**src/rtl/usr_pkg.sv**
```systemverilog
// Shared types for the parametrised universal shift register.
// Mode and state encodings used by the top level and the barrel unit.
package usr_pkg;

  typedef enum logic [2:0] {
    HOLD = 3'd0,
    SHR  = 3'd1,
    SHL  = 3'd2,
    LOAD = 3'd3,
    ROR  = 3'd4,
    ROL  = 3'd5,
    ASR  = 3'd6,
    SER  = 3'd7
  } usr_mode_e;

  typedef enum logic {
    IDLE  = 1'b0,
    SHIFT = 1'b1
  } usr_state_e;

endpackage

```
**src/rtl/usr_barrel.sv**
```systemverilog
// Combinational rotate / arithmetic-shift unit.
// Rotates wrap modulo WIDTH; ASR saturates to the sign bit.
module usr_barrel
  import usr_pkg::*;
#(
  parameter int WIDTH = 8,
  parameter int AMT_W = $clog2(WIDTH)
) (
  input  logic [WIDTH-1:0] data,
  input  logic [AMT_W-1:0] amt,
  input  usr_mode_e        op,
  output logic [WIDTH-1:0] result
);

  localparam logic [AMT_W:0] LP_W = WIDTH[AMT_W:0];

  logic [AMT_W:0]   w_sh;
  logic [WIDTH-1:0] w_ror;
  logic [WIDTH-1:0] w_rol;
  logic [WIDTH-1:0] w_asr;

  // Rotate distance reduced modulo WIDTH for non power-of-two widths.
  assign w_sh  = {1'b0, amt} % LP_W;

  assign w_ror = (data >> w_sh) | (data << (WIDTH - int'(w_sh)));
  assign w_rol = (data << w_sh) | (data >> (WIDTH - int'(w_sh)));
  assign w_asr = $signed(data) >>> amt;

  // Select the requested operation; other modes pass data through.
  always_comb begin
    result = data;
    unique case (op)
      ROR:     result = w_ror;
      ROL:     result = w_rol;
      ASR:     result = w_asr;
      default: result = data;
    endcase
  end

endmodule

```
**src/rtl/usr_shift_reg_p.sv**
```systemverilog
// Parametrised universal shift register with barrel ops and a
// self-timed serializer; all state advances on the falling edge.
module usr_shift_reg_p
  import usr_pkg::*;
#(
  parameter int WIDTH = 8,
  parameter int AMT_W = $clog2(WIDTH)
) (
  input  logic             clk,
  input  logic             rst_n,
  input  logic             en,
  input  logic [2:0]       m,
  input  logic [AMT_W-1:0] amt,
  input  logic             ser_in_msb,
  input  logic             ser_in_lsb,
  input  logic [WIDTH-1:0] par_in,
  output logic [WIDTH-1:0] par_out,
  output logic             ser_out,
  output logic             busy,
  output logic             done
);

  localparam logic [AMT_W-1:0] LP_CNT_INIT = AMT_W'(WIDTH - 1);

  logic [WIDTH-1:0] r_par;
  logic [AMT_W-1:0] r_cnt;
  logic             r_busy;
  logic             r_done;
  usr_state_e       r_state;

  usr_mode_e        w_mode;
  logic [WIDTH-1:0] w_barrel;

  assign w_mode = usr_mode_e'(m);

  usr_barrel #(
    .WIDTH (WIDTH),
    .AMT_W (AMT_W)
  ) u_barrel (
    .data   (r_par),
    .amt    (amt),
    .op     (w_mode),
    .result (w_barrel)
  );

  // Register, serialize counter and mode FSM; en low freezes everything.
  always_ff @(negedge clk or negedge rst_n) begin
    if (!rst_n) begin
      r_par   <= '0;
      r_cnt   <= '0;
      r_busy  <= 1'b0;
      r_done  <= 1'b0;
      r_state <= IDLE;
    end else if (en) begin
      r_done <= 1'b0;
      unique case (r_state)
        IDLE: begin
          unique case (w_mode)
            HOLD: r_par <= r_par;
            SHR:  r_par <= {ser_in_msb, r_par[WIDTH-1:1]};
            SHL:  r_par <= {r_par[WIDTH-2:0], ser_in_lsb};
            LOAD: r_par <= par_in;
            ROR:  r_par <= w_barrel;
            ROL:  r_par <= w_barrel;
            ASR:  r_par <= w_barrel;
            SER: begin
              r_par   <= par_in;
              r_cnt   <= LP_CNT_INIT;
              r_busy  <= 1'b1;
              r_state <= SHIFT;
            end
            default: r_par <= r_par;
          endcase
        end
        SHIFT: begin
          if (r_cnt != '0) begin
            r_par <= {ser_in_msb, r_par[WIDTH-1:1]};
            r_cnt <= r_cnt - 1'b1;
          end else begin
            r_busy  <= 1'b0;
            r_done  <= 1'b1;
            r_state <= IDLE;
          end
        end
        default: r_state <= IDLE;
      endcase
    end
  end

  assign par_out = r_par;
  assign ser_out = r_par[0];
  assign busy    = r_busy;
  assign done    = r_done;

endmodule

```
**config.mk**
```make
export PLATFORM = sky130hd
export DESIGN_NAME = usr_shift_reg_p
export DESIGN_NICKNAME = d
export VERILOG_FILES = /design/src/rtl/usr_pkg.sv /design/src/rtl/usr_barrel.sv /design/src/rtl/usr_shift_reg_p.sv
export SDC_FILE = /design/constraint.sdc
export NUM_CORES = 1
export LEC_CHECK = 0
export CAP_MARGIN = 20
export CORE_MARGIN = 2
export CORE_UTILIZATION = 50
export CTS_CLUSTER_DIAMETER = 60
export DETAILED_ROUTE_END_ITERATION = 10
export HOLD_SLACK_MARGIN = 0.05
export PLACE_DENSITY = 0.74
export SETUP_SLACK_MARGIN = 0.3
export SYNTH_ARGS = -nofsm -noshare
export SYNTH_HDL_FRONTEND = slang
export SYNTH_SLANG_ARGS = --single-unit
export TNS_END_PERCENT = 10
```
**constraint.sdc**
```tcl
create_clock -name clk -period 4.3 [get_ports clk]
set_clock_uncertainty 0.2 [all_clocks]
set_input_delay 0.86 -clock clk [delete_from_list [all_inputs] [get_ports clk]]
set_output_delay 0.86 -clock clk [all_outputs]
set_load 0.05 [all_outputs]
```
==> metrics.md <==
| Metric | Value |
|---|---|
| Commonest cells in the netlist | `nor2_1, mux2i_1, a21oi_1, nand2_1` |
| # port buffers | `29` |
| Height of the die | `72.1 um` |
| Synth Area in Compound Gates | `between 20% and 30%` |
| Top FF cell, synth | `dfrtn_1` |
| Dpl cells | `roughly 410` |
| Drt via density | `6.73` |
| Syn-to-layout area delta | `50.6%` |
| Unrepaired setup endpoints after global routing | `true` |
| Lkg Pwr | `1.51 nW` |
| Seq/Total Area, Yosys | `between 10% and 20%` |
| Most common cell in the synthesized netlist | `nor2_1` |
| Post-route DRC | `0` |
| Core region area | `0.00441 mm^2` |
| Ys async rst share | `100%` |
| Reg2Reg Setup Slack | `around 2100 ps` |
| Mux share of post-synthesis cell area | `22.2%` |
| Clk slew on worst S/H paths | `50 ps` |
| Clk sinks | `14` |
| Crit path DAT | `between 2000 and 2500 ps` |
| MaxCap Viol Count | `0` |
| Syn Inst Count | `284` |
| Largest family of logic cells by synthesized area | `compound AO/OA/AOI/OAI gates` |
| Post-synth EDFFs | `0` |
| Hpwl dp | `6040 um` |
| Hold_ws | `262 ps` |
| Yosys warning count | `0` |
| Final Setup Violations | `8` |
| Vias in the first global route | `2865` |
| Cell area after synthesis | `roughly 0.0023 mm^2` |
| Routed via count | `2806` |
| Layout cells sized above 1 | `41.4%` |
| Placer Congestion | `between 1 and 1.5` |
| Iteration-0 DRC Markers | `323` |
| CTS tree | `built` |
| Status | `finished, violations left` |
| Area of the die | `0.00520 mm^2` |
| Clock Path Buffers | `2` |
| Area occupied by multi-input gates | `0.00193 mm^2` |
| Synth Area in Simple Gates | `21.6%` |
| Critical Path RT | `2060 ps` |
| Hold Path Class | `flip-flop to flip-flop` |
| Crit Path Category | `input port to flip-flop` |
| Synth Area in Adders | `1.62%` |
| Peak VDD IR | `approximately 420 uV` |
| CP Capture Type | `flip-flop` |
| DRT antenna net count | `0` |
| Initial antenna violation count | `0` |
| Grt total ovfl | `0` |
| Number of fillers in the final layout | `276` |
| Final WL | `between 8000 and 9000 um` |
| Crit-path max FO | `5` |
| Worst slew pin tran | `609 ps` |
| CTS Buf Count | `3` |
| CTS root buffer | `clkbuf_8` |
| Syn_area_per_cell | `8.16 um^2` |
| First-pass GRT wire length | `between 10000 and 15000 um` |
| Slew Limit Headroom | `between 50 and 60%` |
| Clk_lat worst skew | `270 ps` |
| FP Rows | `24` |
| Failing checks | `negative setup slack` |
| Avg WL per Cell | `21.0 um` |
| Largest net degree at the start of global routing | `23` |
| Register bit total from synthesis | `14` |
| Final hold vios | `0` |
| DP Worst Slack | `-1250 ps` |
| Initial Util | `52.5%` |
| I/O pin cnt | `30` |
| Htree depth | `1` |
| Synth area leader | `dfrtn_1` |
| Finished Layout Cells | `417` |
| Overall routing resource usage | `35.5%` |
| Max Slew Vio Count | `0` |
| Die W | `~72 um` |
| XOR/XNOR share of the synthesized area | `under 10%` |
| Power Dens Cells | `463 mW/mm^2` |
| First-pass iteration count of the detailed router | `5` |
| Library cells used by synthesis | `between 60 and 70` |
| Crit start category | `input port` |
| Post-layout net count | `just under 400` |
| Yosys top cell area share | `15.1%` |
| Ant. Diodes | `0` |
| Final WS setup | `-415 ps` |
| Area contributors post-synth | `dfrtn_1, mux2i_1, mux4_2` |
| Syn nets | `306` |
| Register Area | `350 um^2` |
## sequential cells by signal, summed over array words and instances, names as in the netlist
name / count
par_out: 8
r_cnt: 3
done: 1
r_state: 1
busy: 1
## path summary, 6_finish.rpt
| check | from | to | depth (start not counted) |
|---|---|---|---|
| min in group asynchronous | rst_n | par_out[5] | 2 |
| max in group asynchronous | rst_n | par_out[1] | 2 |
| hold / removal | r_cnt[0] | r_cnt[0] | 2 |
| setup / recovery | amt[0] | par_out[1] | 10 |
| hold reg to reg | r_cnt[0] | r_cnt[0] | 2 |
| setup reg to reg | par_out[6] | par_out[0] | 6 |
## cell usage in the layout, fill, tap and decap left out, drive strengths merged, types with 8 or more instances in the layout
cell and count:
a21oi 18, dfrtn 14, nand2b 16, inv 9, nor3 8, nor2 22
a211oi 10, mux4 10, buf 94, clkdlybuf4s50 11, o21ai 14, mux2i 21
nand2 18
## where the power goes
part | internal, mW | switching (mW) | total [mW]
sequential | 0.185 | 0.0729 | 0.258
clock | 0.0814 | 0.0577 | 0.139
combinational | 0.584 | 0.636 | 1.22
## worst max-delay path, cell delays in order
cell and delay [ps]:
buf_8 90, inv_4 30, ha_4 290, buf_4 120
mux2i_2 260, o21ai_1 140, buf_4 150, o211a_1 210
o31ai_2 210, a211oi_1 100
## cell families (layout without fill, tap and decap cells)
logic type,Yosys count,in the layout
mux,37,37
simple gates,95,95
xor+xnor,2,2
compound gates,93,93
flops,14,14
fa+ha+maj,3,3
buf+inv,40,121
## routing by layer
metal  vias to the layer above  part of all wire [%]  track usage, %
li1                       1249                     -               -
met1                      1334                    40            45.5
met2                       181                    48            59.1
met3                        42                   8.0            5.97
met4                         0                   4.2            15.1
met5                         -                     0               0
## what timing repair did
action / 4_1_cts / 5_1_grt
gates cloned: 0 / 0
setup endpoints to repair: 25 / 24
hold buffers: 0 / 0
resized for setup: 73 / 5
buffers inserted: 8 / 0
pin swaps: 17 / 8
## cell type report
class                      count  share of cell area, %
timing repair buffer         108                   30.2
multi-input combinational    230                   55.2
sequential                    14                   10.0
inverter                       9                   1.11
clock buffer                   4                   1.58
tap                           52                   1.86
## stage by stage
stage	setup TNS [ps]	power, mW	cell area [um^2]	util (%)
after floorplan	-5720	0.886	2360	-
after global placement	-11250	1.33	3170	71.8
after detailed placement	-11600	1.36	3170	71.8
after CTS	-2570	1.57	3470	78.6
after global routing	-3330	1.69	3490	79.1
final	-2880	1.62	3490	79.1
Note: power is estimated with default switching activity, not from simulation.
